<file path="src/rtl/rs232_tx_scheduler.sv">
// rs232_tx_scheduler: round-robin shared RS232 transmitter driving its baud generator; define PARITY_EN for an even parity bit
module rs232_tx_scheduler #(
  parameter int NUM_REQ = 4,
  parameter int DATA_BITS = 8,
  parameter int STOP_BITS = 1,
  parameter logic [14:0] BAUD_DIV = 15'd5208
) (
  input  logic                           clk,
  input  logic                           rst,
  input  logic [NUM_REQ-1:0]             req,
  input  logic [NUM_REQ*DATA_BITS-1:0]   req_data,
  output logic [NUM_REQ-1:0]             gnt,
  output logic                           done,
  output logic                           busy,
  output logic                           tx,
  input  logic                           cfg_wr,
  input  logic [14:0]                    cfg_div,
  output logic                           cfg_err,
  output logic [14:0]                    baud_rate,
  output logic                           baud_rst_n,
  input  logic                           baud_tick
);
  localparam int PW = NUM_REQ > 1 ? $clog2(NUM_REQ) : 1;
  localparam int BW = $clog2(DATA_BITS);
  localparam logic [2:0] IDLE = 3'd0, START = 3'd1, DATA = 3'd2, STOP = 3'd3, DONE = 3'd4;
`ifdef PARITY_EN
  localparam logic [2:0] PARITY = 3'd5;
  logic par;
`endif
  logic [2:0] state;
  logic [PW-1:0] rr_ptr, sel;
  logic [DATA_BITS-1:0] shift;
  logic [BW-1:0] bit_cnt;
  logic stop_cnt, pend, grant, cfg_ok;
  logic [14:0] pend_div;
  assign grant = state == IDLE && |req;
  assign cfg_ok = cfg_wr && cfg_div != '0;
  // descending scan so the lowest offset from rr_ptr wins
  always_comb begin
    sel = '0;
    for (int j = NUM_REQ - 1; j >= 0; j--)
      if (req[(int'(rr_ptr) + j) % NUM_REQ]) sel = PW'((int'(rr_ptr) + j) % NUM_REQ);
  end
  always_ff @(posedge clk) begin
    if (rst) begin
      state <= IDLE;
      rr_ptr <= '0;
      shift <= '0;
      bit_cnt <= '0;
      stop_cnt <= 1'b0;
      pend <= 1'b0;
      pend_div <= '0;
      gnt <= '0;
      done <= 1'b0;
      busy <= 1'b0;
      tx <= 1'b1;
      cfg_err <= 1'b0;
      baud_rate <= BAUD_DIV;
      baud_rst_n <= 1'b1;
`ifdef PARITY_EN
      par <= 1'b0;
`endif
    end else begin
      gnt <= '0;
      done <= 1'b0;
      baud_rst_n <= 1'b1;
      cfg_err <= cfg_wr && cfg_div == '0;
      // a write landing on the DONE edge supersedes any pending value
      if (cfg_ok && ((state == IDLE && !grant) || state == DONE)) begin
        baud_rate <= cfg_div;
        pend <= 1'b0;
      end else if (cfg_ok) begin
        pend_div <= cfg_div;
        pend <= 1'b1;
      end else if (state == DONE && pend) begin
        baud_rate <= pend_div;
        pend <= 1'b0;
      end
      case (state)
        IDLE: if (grant) begin
          gnt <= NUM_REQ'(1) << sel;
          shift <= req_data[sel*DATA_BITS +: DATA_BITS];
`ifdef PARITY_EN
          par <= ^req_data[sel*DATA_BITS +: DATA_BITS];
`endif
          rr_ptr <= sel == PW'(NUM_REQ - 1) ? '0 : sel + 1'b1;
          baud_rst_n <= 1'b0;
          busy <= 1'b1;
          tx <= 1'b0;
          stop_cnt <= 1'b0;
          state <= START;
        end
        START: if (baud_tick) begin
          state <= DATA;
          bit_cnt <= '0;
          tx <= shift[0];
          shift <= shift >> 1;
        end
        DATA: if (baud_tick) begin
          if (bit_cnt == BW'(DATA_BITS - 1)) begin
`ifdef PARITY_EN
            state <= PARITY;
            tx <= par;
`else
            state <= STOP;
            tx <= 1'b1;
`endif
          end else begin
            bit_cnt <= bit_cnt + 1'b1;
            tx <= shift[0];
            shift <= shift >> 1;
          end
        end
`ifdef PARITY_EN
        PARITY: if (baud_tick) begin
          state <= STOP;
          tx <= 1'b1;
        end
`endif
        STOP: if (baud_tick) begin
          if (stop_cnt == 1'(STOP_BITS - 1)) begin
            state <= DONE;
            done <= 1'b1;
          end else stop_cnt <= 1'b1;
        end
        DONE: begin
          busy <= 1'b0;
          state <= IDLE;
        end
        default: state <= IDLE;
      endcase
    end
  end
endmodule

</file>
<file path="config.mk">
export PLATFORM = sky130hd
export DESIGN_NAME = rs232_tx_scheduler
export DESIGN_NICKNAME = d
export VERILOG_FILES = /design/src/rtl/rs232_tx_scheduler.sv
export SDC_FILE = /design/constraint.sdc
export NUM_CORES = 1
export LEC_CHECK = 0
export CORE_ASPECT_RATIO = 0.75
export CORE_MARGIN = 2
export CORE_UTILIZATION = 40
export CTS_BUF_LIST = sky130_fd_sc_hd__clkbuf_16
export DETAILED_ROUTE_END_ITERATION = 7
export PLACE_DENSITY = 0.79
export SLEW_MARGIN = 30
export SYNTH_ARGS = -nofsm -noshare
export SYNTH_HDL_FRONTEND = slang
export SYNTH_SLANG_ARGS = --single-unit
</file>
<file path="constraint.sdc">
create_clock -name clk -period 1.9 [get_ports clk]
set_input_delay 0.285 -clock clk [delete_from_list [all_inputs] [get_ports clk]]
set_output_delay 0.285 -clock clk [all_outputs]
set_load 0.005 [all_outputs]
</file>
-- Yosys cells after proc, flatten, opt, wreduce, memory -nomap -nowiden
Index checks and enable logic that the tools add are counted.
- $add $sub $neg: 5
- order comparisons: 4
- eq/ne operators: 14
- shift-type cells: 2
- multiplexer cells: 49
- bitwise gates (word level): 8
- reduce and logical (&&, ||, !) cells: 34
- operators with widths (cell ; count):
    two-way mux 15 bit ; 3
    two-way mux 8 bit ; 4
    indexed part select 32 x 6 -> 8 bit ; 1
    two-way mux 3 bit ; 9
    case mux 8 bit (3 select lines) ; 1
    two-way mux 1 bit ; 18
    zero test 15 bit ; 1
    nonzero test 15 bit ; 1
    inequality test 2 bit (second input constant) ; 7
    less-than comparator 3 x 4 -> 1 bit (second input constant) ; 3
    case mux 3 bit (4 select lines) ; 1
    two-way mux 2 bit ; 5
    nonzero test 2 bit ; 5
    OR reduction 2 bit ; 5
    binary-select mux 1 bit (select 2 bit) ; 4
    AND reduction 2 bit ; 4
    AND reduction 4 bit ; 2
    == test 3 x 2 -> 1 bit (second input constant) ; 2
    == test 3 bit (second input constant) ; 2
    logical AND 1 bit ; 6
    case mux 3 bit (2 select lines) ; 1
    AND reduction 6 bit ; 1
    OR reduction 3 bit ; 2
    inverter 1 bit ; 5
    18 further kinds ; 23
- register bits: 57
- output and inout port bits: 24
- logic and storage cells: 130

-- Depth between registers and ports, before layout
Gate-level depths: netlist of run 1.
- depth in word-level cells: 13
- mapped depth: 7

-- Least setup slack after synthesis of run 1
No wires, ideal clock.
- path type: in2reg
- from: input cfg_div[3]
- to: register baud_rate[0]
- arrival time: 1.543 ns
- data required time: 1.758 ns
- slack: 0.215 ns
- stages on the path: 5
- buffers on the path: 1
- cells stage by stage: nor4_1 > a41oi_2 > o211ai_2 > buf_4 > a211oi_2
- word-level cells in the longest chain between the ends: 5
- elaborated cells on any way between the ends: 7
- classes of those cells: eq/ne: 1; mux: 1; reduce/logical: 5
- ends and longest elaborated chain (what ; RTL line ; source):
    from (decl) ; 17 ; input logic [14:0] cfg_div,
    nonzero test 15 bit (*) ; 37 ; assign cfg_ok = cfg_wr && cfg_div != '0;
    logical AND 1 bit (*) ; 37 ;
    logical AND 1 bit ; 69 ; if (cfg_ok && ((state == IDLE && !grant) || state == DONE)) begin
    inequality test 2 x 1 -> 1 bit (no source line) or nonzero test 2 bit (tied branches) ; -- ;
    AND reduction 2 bit (no source line) ; -- ;
    to (signal assigned) ; 70 ; baud_rate <= cfg_div;
    to (signal assigned) ; 76 ; baud_rate <= pend_div;
    to (decl) ; 19 ; output logic [14:0] baud_rate,
Every way passes the cells marked *; elsewhere a longest branch is shown, timed or not.
A chain may end at the register's enable or synchronous reset.

-- Worst setup path in the final report of run 1
- from: input cfg_div[8]
- to: register baud_rate[4]
The elaborated chain is that of the path after synthesis.

==> flow_summary.ini, run 1 <==
[placed_design]
dp_hpwl_um = 5084
gp_congestion = 0.8022
io_buffers = 78

[pwr]
ir_drop_uv = 375.9
p_total_uw = 2967
p_leak_uw = 0.001605
p_per_area_nw_per_um2 = 718.5

[timing]
fmax_mhz = 549.4
hold-worst-slack_ps = 457.4
finClkSkew_ps = 4.535
fin_crit_sh_pct = 95.81
setup_tns_ps = 0
grt_setup_unrepaired = no
worst_slew_pin_slew_ps = 507.9
setup_viol = 0
hold_viol = 0
slew_viol_final = 0
min_period_ps = 1820
slew-limit-headroom_pct = 65.83

[setup_path]
cp.required_ps = 2080
worst-path-max-fanout = 6
arrival_ps = 2000
rr_worst_depth = 5
start_kind = input port
crit_path_end_kind = flop
worst-setup-path-type = in -> reg

[synthesis]
synth_commonest_cells = dfxtp_1, nand2_1, mux2i_1, nor2_1, a21oi_1
yosysTopAreaCellShare_pct = 40.86
syn_nets = 353
yosysUniqueCellTypes = 44
syn_avg_cell_area_sq_um = 9.270
ys_ff_latch = 56
synth_ff_type = dfxtp_1
synth.most_common_cell = dfxtp_1
ys.warnings.count = 0
ys_seq_area_share_pct = 40.86
syn-cell-area_sq_um = 2744
yosys.area.top_type = dfxtp_1
async_reset_ff_share_pct = 0
synthTopCellsByArea = dfxtp_1, mux2i_1, a211oi_2
synth_edf_count = 0
syn_inst = 296

[global_routing]
grt_first_pass_wirelength_um = 11450
grt_usage_pct = 18.94
grt_max_degree = 32
overflow = 0
grt_pass1_vias = 2495
antenna_found_initial = 0

[floorplanning]
die_h_um = 75.73
die_width_um = 99.64
die_area_sq_um = 7545
coreArea_sq_um = 6734
rows = 26
io_pins = 79
start_util_pct = 40.75

[worst_hold_path]
holdPathStages = 2
holdCritPathClass = reg -> reg

[detailed_routing]
drt-total-wl_um = 6978
top_layer = met4
routedWlPerCell_um = 14.30
met1_length_um = 3287
final_antenna_net_count = 0
viasPerCell = 5.242
num_vias = 2558
drc = 0
drt_iter0_markers = 118
firstDrtPassIters = 4
wl_met2_um = 3290
met3WireLength_um = 334

[cts]
clkTransAtPathRegs_ps = 70
cts.sinks = 56
root_buffer = clkbuf_16
cts_made_buffers = 5
hold_buffers = 0
clock_latency_ps = 290
cts_tree = done
cts.path.max_buffers = 2
cts_htree_levels = 2

[outcome]
outcome = completed

[final_layout]
fin_nets = 460
diodes = 0
drive_gt1_share_pct = 20.05
syn_to_final_growth_pct = 50.48

[flow_run]
cap_viol_max_count = 0
per-layer routing:
layer	GRT usage (%)	up-vias
met4	4.871	0
met1	23.96	1212
met5	0	-
met2	33.11	61
li1	-	1277
met3	4.587	8
path summary, 6_finish.rpt:
check,startpoint,end,slack (ps)
setup / recovery,cfg_div[8],baud_rate[4],80
hold / removal,pend_div[3],pend_div[3],460
setup reg to reg,rr_ptr[0],shift[7],190
hold reg to reg,pend_div[3],pend_div[3],460
worst max-delay path: stages:
cell and delay [ps]:
clkdlybuf4s50_1 460, nor4_1 350, buf_4 190, a41oi_4 100, o211ai_2 140, buf_6 170, mux2i_1 220, nand2b_1 70
power by group:
part	switching, uW	internal (uW)
Combinational	315	418
Sequential	66.8	1270
Clock	416	481
placed cells by master (no fill, tap or decap), types with 4 or more instances in the layout:
cell	instances
clkdlybuf4s50_1	74
dfxtp_1	55
buf_4	32
mux2i_1	31
nand2_1	31
nor2_1	26
a21oi_1	19
nand3_1	15
nand2b_1	13
a211oi_2	10
mux2_1	7
o221ai_1	7
mux2_2	6
nor3_1	6
clkbuf_16	5
and3_1	4
nor4_1	4
buf_12	4
buf_6	4
layout make-up:
| type | count | area, sq um |
|---|---|---|
| Fill cell | 565 | 2605 |
| Timing Repair Buffer | 118 | 1152 |
| Inverter | 3 | 11.26 |
| Multi-Input combinational cell | 219 | 1599 |
| Sequential cell | 56 | 1122 |
| Clock buffer | 5 | 125.1 |
| Clock inverter | 3 | 13.76 |
| Tap cell | 84 | 105.1 |
metrics by stage:
| stage | worst slack, ps | util [%] | cell area [sq um] | instances |
|---|---|---|---|---|
| after floorplan | 215.5 | - | 2744 | 296 |
| after global placement | -269.0 | 57.71 | 3886 | 478 |
| after detailed placement | -374.9 | 57.71 | 3886 | 478 |
| after CTS | 0.6286 | 60.05 | 4044 | 486 |
| after global routing | 31.79 | 61.32 | 4129 | 488 |
| final | 79.69 | 61.32 | 4129 | 488 |
logic make-up after synthesis:
group / count (synthesis) / share of synthesized area, %
compound gates: 52 / 15.64
xor+xnor: 3 / 0.9578
fa+ha+maj: 2 / 0.9118
buf+inv: 21 / 3.511
flops: 56 / 40.86
mux: 44 / 16.64
simple gates: 118 / 21.48
registers in the layout, indices dropped and copies added (netlist names):
signal      cells
baud_rate      15
baud_rst_n      1
bit_cnt         3
busy            1
cfg_err         1
done            1
gnt             4
pend            1
pend_div       15
rr_ptr          2
shift           8
state           3
tx              1
repair_timing:
| item | in CTS | in global routing |
|---|---|---|
| setup endpoints to repair | 2 | 39 |
| resized for setup | 6 | 16 |
| pin swaps | 1 | 2 |
| buffers inserted | 0 | 2 |
No activity file was read; power rests on OpenSTA's default activity.
==> inputs of run 2 (changes only) <==
--- a/config.mk
+++ b/config.mk
@@ -7,10 +7,10 @@
 export LEC_CHECK = 0
 export CORE_ASPECT_RATIO = 0.75
 export CORE_MARGIN = 2
-export CORE_UTILIZATION = 40
+export CORE_UTILIZATION = 35
 export CTS_BUF_LIST = sky130_fd_sc_hd__clkbuf_16
 export DETAILED_ROUTE_END_ITERATION = 7
-export PLACE_DENSITY = 0.79
+export PLACE_DENSITY = 0.72
 export SLEW_MARGIN = 30
 export SYNTH_ARGS = -nofsm -noshare
 export SYNTH_HDL_FRONTEND = slang
==> flow_summary.ini, run 2 (synthesis gave the netlist of run 1 again) <==
[setup_path]
slowest_delay_ps = 460
cp.required_ps = 2090
rr_worst_depth = 5
r2r-start = rr_ptr[0]
rr_endpoint = shift[7]
start_kind = input port
crit_path_end_kind = flop
reg2reg_slack_ps = 220
crit_slowest_cell = clkdlybuf4s50_1
arrival_ps = 1990
path_cells = clkdlybuf4s50_1, nor4_2, buf_4, a41oi_4, o211ai_4, buf_12, mux2i_1, nand2b_1
worst-path-max-fanout = 12
worst-setup-path-type = in -> reg

[global_routing]
grtUsageMet3_pct = 2.841
gr-max-usage-layer = met2
grt_max_degree = 49
grt_first_pass_wirelength_um = 11190
antenna_found_initial = 0
grt_pass1_vias = 2443
overflow = 0
use_met1_pct = 21.58
grt_usage_pct = 16.08
gr-usage-met2_pct = 26.28

[floorplanning]
die_width_um = 106.2
start_util_pct = 36.75
rows = 27
io_pins = 79
die_area_sq_um = 8571
coreArea_sq_um = 7466
die_h_um = 80.68

[detailed_routing]
viasPerCell = 5.008
num_vias = 2539
routedWlPerCell_um = 13.90
firstDrtPassIters = 5
drt-total-wl_um = 7048
drt_iter0_markers = 99
final_antenna_net_count = 0
drc = 0

[pwr]
ir_drop_uv = 402.1
p_per_area_nw_per_um2 = 705.0
p_leak_uw = 0.001644

[timing]
finClkSkew_ps = 6.610
fin_ws_ps = 92.11
slew_viol_final = 0
fmax_mhz = 553.1
min_period_ps = 1808
slew-limit-headroom_pct = 65.04
hold_viol = 0
fin_crit_sh_pct = 95.15
worst_slew_pin_slew_ps = 519.6
setup_viol = 0

[cts]
clock_latency_ps = 290
root_buffer = clkbuf_16
hold_buffers = 0
cts_htree_levels = 2
cts_made_buffers = 5
cts_tree = done
clkTransAtPathRegs_ps = 70
cts.sinks = 56
cts.path.max_buffers = 2

[placed_design]
place_area_sq_um = 3938
dpl_worst_slack_ps = -363.7
io_buffers = 78
dp_hpwl_um = 5060
gp_congestion = 0.7571

[worst_hold_path]
hold_start = rst
holdCritPathClass = in -> reg
holdPathStages = 3
hold_end = state[0]

[final_layout]
top_regs = baud_rate x15, pend_div x15, shift x8
fin_nets = 462
diodes = 0
mostFrequentLayoutCells = clkdlybuf4s50_1, dfxtp_1, buf_4
syn_to_final_growth_pct = 53.12
drive_gt1_share_pct = 21.18
final_common_cell = clkdlybuf4s50_1
fin_area_sq_um = 4202

[flow_run]
cap_viol_max_count = 0

[outcome]
outcome = completed
==> run 2: changes by cell type in the layout (fill, tap and decap cells not counted), sizes merged <==
| cell | before | now |
|---|---|---|
| dlygate4sd2 | 1 | 0 |
| dlymetal6s2s | 3 | 5 |
| clkinv | 3 | 1 |
| clkdlybuf4s50 | 74 | 72 |
| buf | 40 | 42 |
| clkbuf | 5 | 6 |
| inv | 3 | 5 |
==> run 2: worst max path at each step <==
stage	startpoint	endpoint	slack [ps]	cells past startpoint
global route	cfg_div[14]	baud_rate[12]	-10	7
CTS	cfg_div[8]	baud_rate[12]	4	8
detailed placement	req[1]	shift[7]	-360	6
global placement	req[0]	shift[7]	-260	6
floorplan	cfg_div[3]	baud_rate[0]	220	5
finish	cfg_div[8]	baud_rate[12]	90	8
==> run 2: area by class of cell <==
class	count	area (sq um)
multi-input cells	219	1639
clock buffers	5	125.1
fillers	643	3264
inverters	3	11.26
clock inverters	3	11.26
flip-flops and latches	56	1122
repair buffers	120	1166
well taps	101	126.4
==> run 2: metal layers <==
layer / routed length [um] / share of wire [%] / vias up
li1: - / - / 1281
met1: 3378 / 48 / 1197
met2: 3335 / 47 / 50
met3: 239 / 3.4 / 11
met4: 94 / 1.3 / 0
met5: 0 / 0 / -
==> run 2: critical path, delay by kind of cell <==
family,cells,cell delay (ps)
multiplexers,1,200
buffers and inverters,3,820
AO/OA/AOI/OAI,2,280
AND/OR/NAND/NOR,2,400
==> run 2: timing repair <==
item	in CTS	in global routing
endpoints found under the setup margin	7	39
pin swaps	1	3
resized for setup	5	21
buffers inserted	0	1
==> run 2: stage by stage <==
stage,utilization (%),TNS (ps),total power [uW],std cells,hold WS [ps]
6_report,56.28,0,2962,507,342.1
5_1_grt,56.28,-10.67,3108,507,361.4
4_1_cts,54.83,0,2959,506,346.7
3_5_place_dp,52.74,-10940,2066,498,450.7
3_3_place_gp,52.74,-9371,2050,498,439.6
2_1_floorplan,-,0,1710,296,414.2
==> run 2: power breakdown <==
part           switching [uW]  internal, uW  total (uW)
Clock                     403           476         879
Combinational             318           423         741
Sequential               71.5          1270        1340
Total                     793          2170        2960
